## src/rtl/rv32i_pkg.sv

```systemverilog
// Shared RV32I pipeline types: fetch FSM states and the IF/ID register layout.
// Used by the fetch stage and by the decoder side of the IF/ID boundary.
package rv32i_pkg;

    localparam logic [31:0] NOP_INST = 32'h0000_0013;

    typedef enum logic {
        FETCH_RUN,
        FETCH_HALT
    } fetch_state_t;

    typedef struct packed {
        logic [31:0] pc;
        logic [31:0] pc4;
        logic [31:0] inst;
        logic        valid;
    } if_id_t;

    // Bubble entry: canonical NOP (addi x0,x0,0) with zeroed PC fields.
    localparam if_id_t IF_ID_BUBBLE = '{pc: 32'h0, pc4: 32'h0, inst: NOP_INST, valid: 1'b0};

endpackage

```

## src/rtl/rv32i_if_id_reg.sv

```systemverilog
// IF/ID pipeline register: bubble beats load, otherwise hold; one-cycle latency.
// Hold is the stall/backpressure path: nothing changes while neither bubble nor load is asserted.
module rv32i_if_id_reg
    import rv32i_pkg::*;
(
    input  logic   clk,
    input  logic   rst,
    input  logic   load_i,
    input  logic   bubble_i,
    input  if_id_t entry_i,
    output if_id_t entry_o
);

    if_id_t entry_q;

    always_ff @(posedge clk or posedge rst) begin
        if (rst) begin
            entry_q <= IF_ID_BUBBLE;
        end else if (bubble_i) begin
            entry_q <= IF_ID_BUBBLE;
        end else if (load_i) begin
            entry_q <= entry_i;
        end
    end

    assign entry_o = entry_q;

endmodule

```

## src/rtl/rv32i_fetch_stage.sv

```systemverilog
// RV32I fetch stage: PC register, RUN/HALT FSM, redirect with one bubble; fetch latency one cycle.
// Stall freezes PC and IF/ID indefinitely; halt parks the PC until resume.
module rv32i_fetch_stage
    import rv32i_pkg::*;
#(
    parameter int          WIDTH    = 32,
    parameter logic [31:0] RESET_PC = 32'h0000_0000
) (
    input  logic             clk,
    input  logic             rst,
    input  logic             i_stall,
    input  logic             i_redirect,
    input  logic [WIDTH-1:0] i_redirect_pc,
    input  logic             i_halt,
    input  logic             i_resume,
    output logic [WIDTH-1:0] o_addr,
    input  logic [WIDTH-1:0] i_inst,
    output logic [WIDTH-1:0] o_if_pc,
    output logic [WIDTH-1:0] o_if_pc4,
    output logic [WIDTH-1:0] o_if_inst,
    output logic             o_if_valid,
    output logic             o_halted
);

    fetch_state_t     state_q, state_d;
    logic [WIDTH-1:0] pc_q, pc_d;
    logic [WIDTH-1:0] pc_plus4;
    logic [WIDTH-1:0] redirect_target;
    logic             if_load;
    logic             if_bubble;
    if_id_t           if_entry_d;
    if_id_t           if_entry_q;

    assign pc_plus4        = pc_q + WIDTH'(4);
    assign redirect_target = i_redirect_pc & ~WIDTH'(3);

    always_ff @(posedge clk or posedge rst) begin
        if (rst) begin
            state_q <= FETCH_RUN;
            pc_q    <= RESET_PC;
        end else begin
            state_q <= state_d;
            pc_q    <= pc_d;
        end
    end

    always_comb begin
        state_d   = state_q;
        pc_d      = pc_q;
        if_load   = 1'b0;
        if_bubble = 1'b0;
        case (state_q)
            FETCH_RUN: begin
                if (i_redirect) begin
                    pc_d      = redirect_target;
                    if_bubble = 1'b1;
                end else if (i_halt) begin
                    state_d   = FETCH_HALT;
                    if_bubble = 1'b1;
                end else if (!i_stall) begin
                    pc_d    = pc_plus4;
                    if_load = 1'b1;
                end
            end
            FETCH_HALT: begin
                // IF/ID already holds a bubble; only the PC and the state can move here.
                if (i_redirect) begin
                    pc_d = redirect_target;
                end
                if (i_resume) begin
                    state_d = FETCH_RUN;
                end
            end
            default: begin
                state_d = FETCH_RUN;
            end
        endcase
    end

    assign if_entry_d = '{pc: pc_q, pc4: pc_plus4, inst: i_inst, valid: 1'b1};

    rv32i_if_id_reg u_if_id_reg (
        .clk      (clk),
        .rst      (rst),
        .load_i   (if_load),
        .bubble_i (if_bubble),
        .entry_i  (if_entry_d),
        .entry_o  (if_entry_q)
    );

    assign o_addr     = pc_q;
    assign o_if_pc    = if_entry_q.pc;
    assign o_if_pc4   = if_entry_q.pc4;
    assign o_if_inst  = if_entry_q.inst;
    assign o_if_valid = if_entry_q.valid;
    assign o_halted   = (state_q == FETCH_HALT);

endmodule
```

## config.mk

```make
export PLATFORM = sky130hd
export DESIGN_NAME = rv32i_fetch_stage
export DESIGN_NICKNAME = d
export VERILOG_FILES = /design/src/rtl/rv32i_pkg.sv /design/src/rtl/rv32i_if_id_reg.sv /design/src/rtl/rv32i_fetch_stage.sv
export SDC_FILE = /design/constraint.sdc
export NUM_CORES = 1
export LEC_CHECK = 0
export BUFFER_PORTS_ARGS = -buffer_cell sky130_fd_sc_hd__buf_2
export CORE_ASPECT_RATIO = 0.75
export CORE_MARGIN = 2
export CORE_UTILIZATION = 45
export DETAILED_ROUTE_END_ITERATION = 6
export GPL_TIMING_DRIVEN = 1
export MAX_ROUTING_LAYER = met4
export PLACE_DENSITY = 0.78
export SYNTH_ARGS = -nofsm -noshare
export SYNTH_HDL_FRONTEND = slang
export SYNTH_SLANG_ARGS = --single-unit
export TNS_END_PERCENT = 1
```

## constraint.sdc

```tcl
create_clock -name clk -period 4.2 [get_ports clk]
set_input_delay 0.63 -clock clk [delete_from_list [all_inputs] [get_ports clk]]
set_output_delay 0.63 -clock clk [all_outputs]
set_load 0.05 [all_outputs]
```

==> key figures, run 1 <==
Outcome
  – Status: completed

Floorplanning
  – Core Footprint: 12200 um2
  – Initial cell density of the core: a little under half
  – Die outline height: between 100 and 150 um
  – Die span in x: 133 um
  – Number of top-level pins: 200
  – DIE AREA: 13400 um2
  – Site Rows: 35

Clock tree
  – PostCTS Resize Cnt: 0
  – Number of buffers created by CTS: 17
  – Number of hold-repair buffers added at the cts stage: 0
  – Number of sinks handled by clock tree synthesis: 125
  – Number of buffers inserted to repair setup after CTS: 0
  – Clk slew on worst S/H paths: 0.05 ns
  – Max Buffers Root-to-Sink: 2
  – Root buf cell: sky130_fd_sc_hd__clkbuf_16
  – Deepest level of the CTS H-tree: 4
  – Insertion delay of the later-clocked pin in the worst-skew pair: 0.41 ns
  – TritonCTS clock tree: done

Worst hold path
  – Class of the worst hold path: in -> async

STA
  – Hold Violations, Final: 0
  – Final-report setup violation count: 0
  – Setup TNS: 0 ns
  – Slew @ Worst Pin: 1.05 ns
  – Period Utilization, post-route: around 62%
  – Worst slew margin: between 20% and 30%
  – Max-slew violation count: 0
  – Peak clock frequency supported by timing: approximately 0.38 GHz
  – Setup Skew: 0.0119 ns
  – Final critical path time including I/O delays and setup: 2.61 ns
  – RSZ-0062 raised after global routing: no

Critical path
  – Critical path type: in -> reg
  – Worst-path maximum fanout: roughly 50
  – Worst EP required: 4.54 ns
  – Critical Path Start Type: input port
  – Critical path data arrival time: 2.95 ns
  – Kind of end point of the critical path: flip-flop

Routing
  – Antenna Violating Nets Remaining: 0
  – Routed wire length: 16.1 mm
  – Average wire length per cell after detail routing: 18.1 um
  – DRC viols: 0
  – Number of iterations in the first detailed-routing pass: 5
  – Vias/cell: between 5 and 6
  – Total via count in the routed design: about 5000
  – Initial detailed-routing violation count: 297

Layout
  – Number of fillers in the final layout: 992
  – Share of the core filled with cells in the final layout: 59.0%
  – Nets: 775
  – Register Area: 3130 um2
  – Share of final-layout standard cells stronger than drive strength 1: about 35%
  – Area growth syn-to-layout: 28.5%
  – Area of all placed cells without fillers: 7210 um2
  – Area of the multi-input gates: 2250 um2

Synth
  – Register bit total from synthesis: 125
  – Biggest area consumer among synthesized cells: sky130_fd_sc_hd__dfrtp_1
  – Number of synthesized flops with an enable pin: 0
  – Most frequent cell after synthesis: sky130_fd_sc_hd__dfrtp_1
  – Most used flip-flop cell after synthesis: sky130_fd_sc_hd__dfrtp_1
  – Count of cell types in the netlist: 52
  – Share of the yosys chip area belonging to registers: a little under three fifths
  – Syn Inst Count: 526
  – Post-Syn Area per Cell: 10.7 um2
  – Yosys top cell area share: 54.4%
  – Ranking of synthesized cells by area: sky130_fd_sc_hd__dfrtp_1 (54%), sky130_fd_sc_hd__a22o_1 (8.9%), sky130_fd_sc_hd__nand2_1 (4.6%)
  – Summed instance area of the synthesized netlist: around 5600 um2
  – Commonest cells in the netlist: sky130_fd_sc_hd__dfrtp_1 (122), sky130_fd_sc_hd__nand2_1 (69), sky130_fd_sc_hd__a22o_1 (57), sky130_fd_sc_hd__o21ai_0 (41), sky130_fd_sc_hd__xor2_1 (27)
  – Synth warn: 0
  – Async set-reset flop share out of synthesis: 100%

Power
  – Worst voltage drop across the vdd grid: 0.279 mV
  – Power density over the cells: 477 nW/um2
  – Static power due to leakage: about 3.6 nW

GRT
  – Vias in the first global route: 4752
  – Pin count of the biggest net entering global routing: 91
  – GR Util met1: between 30% and 40%
  – Met2 track demand over resource: between 30% and 40%
  – GRT overflow: 0
  – Most Crowded Layer GR: met2
  – Antenna violations before repair: 2
  – Global-route track usage on met3: a little under 6%
  – Global-route wire length before repair: 25.3 mm
  – Aggregate global-route resource usage: 25.0%

Placed design
  – Post-detailed-placement half-perimeter wirelength: 11.0 mm
  – Last weighted congestion value of the routability-driven placer: roughly 0.85
  – Placed cell areas: ~6700 um2
  – Port Buffer Count: 195

Run
  – MaxCap Viol Count: 0
metrics by stage:
| step | setup slack (ns) | cells | hold slack, ns | total power [mW] |
|---|---|---|---|---|
| floorplan | 0.247 | 527 | 0.673 | 1.91 |
| global placement | 1.28 | 851 | 0.459 | 2.09 |
| detailed placement | 1.21 | 851 | 0.465 | 2.11 |
| CTS | 1.62 | 883 | 0.392 | 3.46 |
| global route | 1.41 | 885 | 0.408 | 3.58 |
| finish | 1.59 | 885 | 0.368 | 3.44 |
cell families (layout without fill, tap and decap cells):
logic type,Yosys count,after routing,synth area share [%]
buffers and inverters,51,241,4.37
and+or+nand+nor,171,171,15.7
other,1,4,0.0669
adders and majority gates,1,1,0.223
DFF,125,125,55.8
AOI/OAI and AO/OA,139,139,17.9
xor gates and xnor gates,38,38,5.93
where the power goes:
group	internal, mW	switching (mW)
Combinational	0.172	0.519
Sequential	1.29	0.112
Clock	0.809	0.541
cell type report:
type                            instances  share of cell area, %
Sequential cell                       125                   43.5
Multi-Input combinational cell        351                   31.3
Timing Repair Buffer                  202                   14.3
Clock buffer                           17                   5.90
Tap cell                              166                   2.88
Clock inverter                         15                   1.74
Inverter                                7                  0.399
Antenna cell                            2                 0.0694
registers in the layout, indices dropped and copies added (netlist names):
register             cells
o_addr                  30
o_halted                 1
u_if_id_reg.entry_o     94
routing by layer:
| metal | routed length [um] | share of wire, % |
|---|---|---|
| met1 | 7140 | 44 |
| met2 | 7200 | 45 |
| met3 | 1450 | 9.0 |
| met4 | 258 | 1.6 |
| met5 | 0 | 0 |
final timing paths:
check | depth (start not counted) | end | slack (ns) | from
min | 2 | u_if_id_reg.entry_o[18] | 0.37 | rst
max in group asynchronous | 3 | u_if_id_reg.entry_o[53] | 2.88 | rst
min in group clk | 3 | o_addr[2] | 0.43 | i_redirect_pc[2]
max | 6 | u_if_id_reg.entry_o[28] | 1.59 | i_redirect
max reg2reg | 5 | o_addr[31] | 1.61 | o_addr[5]
min reg2reg | 2 | u_if_id_reg.entry_o[51] | 0.47 | u_if_id_reg.entry_o[51]
critical path, stage by stage:
cell	delay, ns
sky130_fd_sc_hd__buf_2	0.36
sky130_fd_sc_hd__inv_1	0.40
sky130_fd_sc_hd__nand2_1	0.29
sky130_fd_sc_hd__nor3_4	0.42
sky130_fd_sc_hd__buf_4	0.58
sky130_fd_sc_hd__a22o_1	0.23
layout by cell type, fill, tap and decap left out, drive strengths merged, types with 2 or more instances in the layout:
master    instances
inv               8
buf             202
nor2             23
conb              2
o22a              5
nor4              2
nand4            14
a211oi            5
nor3             10
and4              4
a22o             57
a31oi             6
clkbuf           17
dfstp             3
clkinv            9
o21ai            47
clkinvlp          4
nand2            70
a21oi             2
xor2             27
a22oi             5
or4               3
xnor2            11
nand3            28
or3               3
diode             2
and3             10
dfrtp           122
and2              4
a211o             2
Note: power is estimated with default switching activity, not from simulation.
==> run 2: changes to the inputs <==
==> constraint.sdc (replaced) <==
create_clock -name clk -period 2.4 [get_ports clk]
set_input_delay 0.36 -clock clk [delete_from_list [all_inputs] [get_ports clk]]
set_output_delay 0.36 -clock clk [all_outputs]
set_load 0.05 [all_outputs]
==> run 2 against run 1 <==
  * Critical path depth is 1 lower
  * Register-to-register slack worse by 1.3 ns
  * Routed wire length is 0.23% higher
  * Setup slack worse by 1.3 ns
  * Sequential cell count stayed put
  * Sequential share of layout area is 0.65 points lower
  * Die area stayed put
  * Final cell count is 0.79% higher
  * Clock power is 75% higher
  * Global-route usage hardly changed
  * Critical path type is now reg -> reg
  * Critical endpoint is now u_if_id_reg.entry_o[47]
==> key figures, run 2 (synthesis results as in run 1) <==
STA
  – Final hold slack: approximately 0.14 ns
  – Setup TNS: 0 ns
  – Peak clock frequency supported by timing: around 0.48 GHz
  – Max-slew violation count: 0
  – Period Utilization, post-route: 86.5%
  – Slew @ Worst Pin: 0.768 ns
  – Fin worst setup slack: 0.323 ns
  – Setup Skew: 0.00582 ns
  – RSZ-0062 raised after global routing: no
  – Final critical path time including I/O delays and setup: 2.08 ns
  – Hold Violations, Final: 0
  – Worst slew margin: ~49%
  – Final-report setup violation count: 0

Power
  – Power density over the cells: 828 nW/um2
  – Static power due to leakage: 3.71 nW
  – Total power consumption of the routed design: 6.05 mW
  – Worst voltage drop across the vdd grid: 0.570 mV

GRT
  – Aggregate global-route resource usage: roughly a quarter
  – GRT overflow: 0
  – Global-route wire length before repair: 25.2 mm
  – Antenna violations before repair: 0
  – Vias in the first global route: 4874
  – Pin count of the biggest net entering global routing: 126

Floorplanning
  – Core Footprint: 12200 um2
  – DIE AREA: roughly 13000 um2
  – Site Rows: 35
  – Initial cell density of the core: 45.9%
  – Die span in x: 133 um
  – Number of top-level pins: 200
  – Die outline height: 101 um

Routing
  – Number of iterations in the first detailed-routing pass: 5
  – Total via count in the routed design: 5012
  – DRC viols: 0
  – Initial detailed-routing violation count: 274
  – Average wire length per cell after detail routing: 18.0 um
  – M1 wire length: 7.03 mm
  – DR top layer: met4
  – Met3 routed WL: 1.41 mm
  – Routed wire length: 16.1 mm
  – Antenna Violating Nets Remaining: 0
  – Vias/cell: 5.62
  – Sum of met2 wire segment lengths after detailed routing: 7.35 mm

Critical path
  – Crit-path cells: ha_1, nand3_2, or4_1, and3_1, a211o_1
  – Worst-path maximum fanout: 7
  – Master of the slowest instance on the critical path: sky130_fd_sc_hd__or4_1
  – Kind of end point of the critical path: flip-flop
  – Critical path data arrival time: 2.36 ns
  – Critical path type: reg -> reg
  – Critical Path Start Type: flip-flop
  – Worst R2R Path Depth: 5
  – Largest incremental delay on the critical path: 0.62 ns
  – Worst EP required: 2.69 ns

Clock tree
  – TritonCTS clock tree: done
  – Insertion delay of the later-clocked pin in the worst-skew pair: around 0.4 ns
  – Number of hold-repair buffers added at the cts stage: 0
  – Clk slew on worst S/H paths: 0.06 ns
  – Number of buffers created by CTS: 17
  – Root buf cell: sky130_fd_sc_hd__clkbuf_16
  – Max Buffers Root-to-Sink: 2
  – PostCTS Resize Cnt: 0
  – Number of sinks handled by clock tree synthesis: approximately 130
  – Deepest level of the CTS H-tree: 4
  – Number of buffers inserted to repair setup after CTS: 0

Placed design
  – Placed cell areas: 6770 um2
  – Placed cells: 863
  – Last weighted congestion value of the routability-driven placer: approximately 0.86
  – Post-detailed-placement half-perimeter wirelength: 11.3 mm
  – Port Buffer Count: slightly below 200
  – Worst slack at placement: 0.351 ns

Layout
  – ANT cells: 0
  – Area of the multi-input gates: ~2300 um2
  – Nets: 787
  – Commonest cells after routing, fill and taps aside: sky130_fd_sc_hd__buf_2 (195), sky130_fd_sc_hd__dfrtp_1 (122), sky130_fd_sc_hd__nand2_1 (68)
  – Area of all placed cells without fillers: 7320 um2
  – Share of the core filled with cells in the final layout: 59.9%
  – Number of fillers in the final layout: 1003
  – Share of final-layout standard cells stronger than drive strength 1: 36.2%
  – Register Area: approximately 3100 um2
  – Filler-free cell count of the finished design: 892
  – Area growth syn-to-layout: 30.4%
  – Most common cell after layout, fill and taps aside: sky130_fd_sc_hd__buf_2
  – Max reg flops: 94

Worst hold path
  – Class of the worst hold path: in -> async

Outcome
  – Status: completed

Run
  – MaxCap Viol Count: 0
## run 2: area by class of cell
class	count	share of cell area, %
tap	166	2.84
clock inverter	8	0.924
inverter	7	0.410
multi-input combinational	351	30.8
timing repair buffer	214	15.6
sequential	125	42.8
clock buffer	21	6.57
## run 2: final timing paths
check	start	end	slack, ns
worst max-delay path	o_addr[2]	u_if_id_reg.entry_o[47]	0.32
worst min-delay path	rst	u_if_id_reg.entry_o[22]	0.14
worst max register to register	o_addr[2]	u_if_id_reg.entry_o[47]	0.32
worst min register to register	u_if_id_reg.entry_o[96]	u_if_id_reg.entry_o[96]	0.47
max in group asynchronous	rst	u_if_id_reg.entry_o[63]	1.77
min in group clk	i_redirect_pc[5]	o_addr[5]	0.16
## run 2: metal layers
metal	track usage, %	vias to the layer above
met5	-	-
met4	9.18	0
met3	5.28	32
met2	38.2	280
met1	33.2	2424
li1	-	2276
## run 2: power by group
group          switching (mW)  leakage, nW  internal, mW
clock network           0.859        0.276          1.50
logic                   0.927         1.79         0.324
registers               0.184         1.64          2.26
total                    1.97         3.71          4.08
## run 2: critical path: cells and delay by family (launching register included)
family / cells / cell delay [ns]
AOI/OAI and AO/OA: 1 / 0.26
adders and majority gates: 1 / 0.23
DFF: 1 / 0.47
and+or+nand+nor: 3 / 0.99
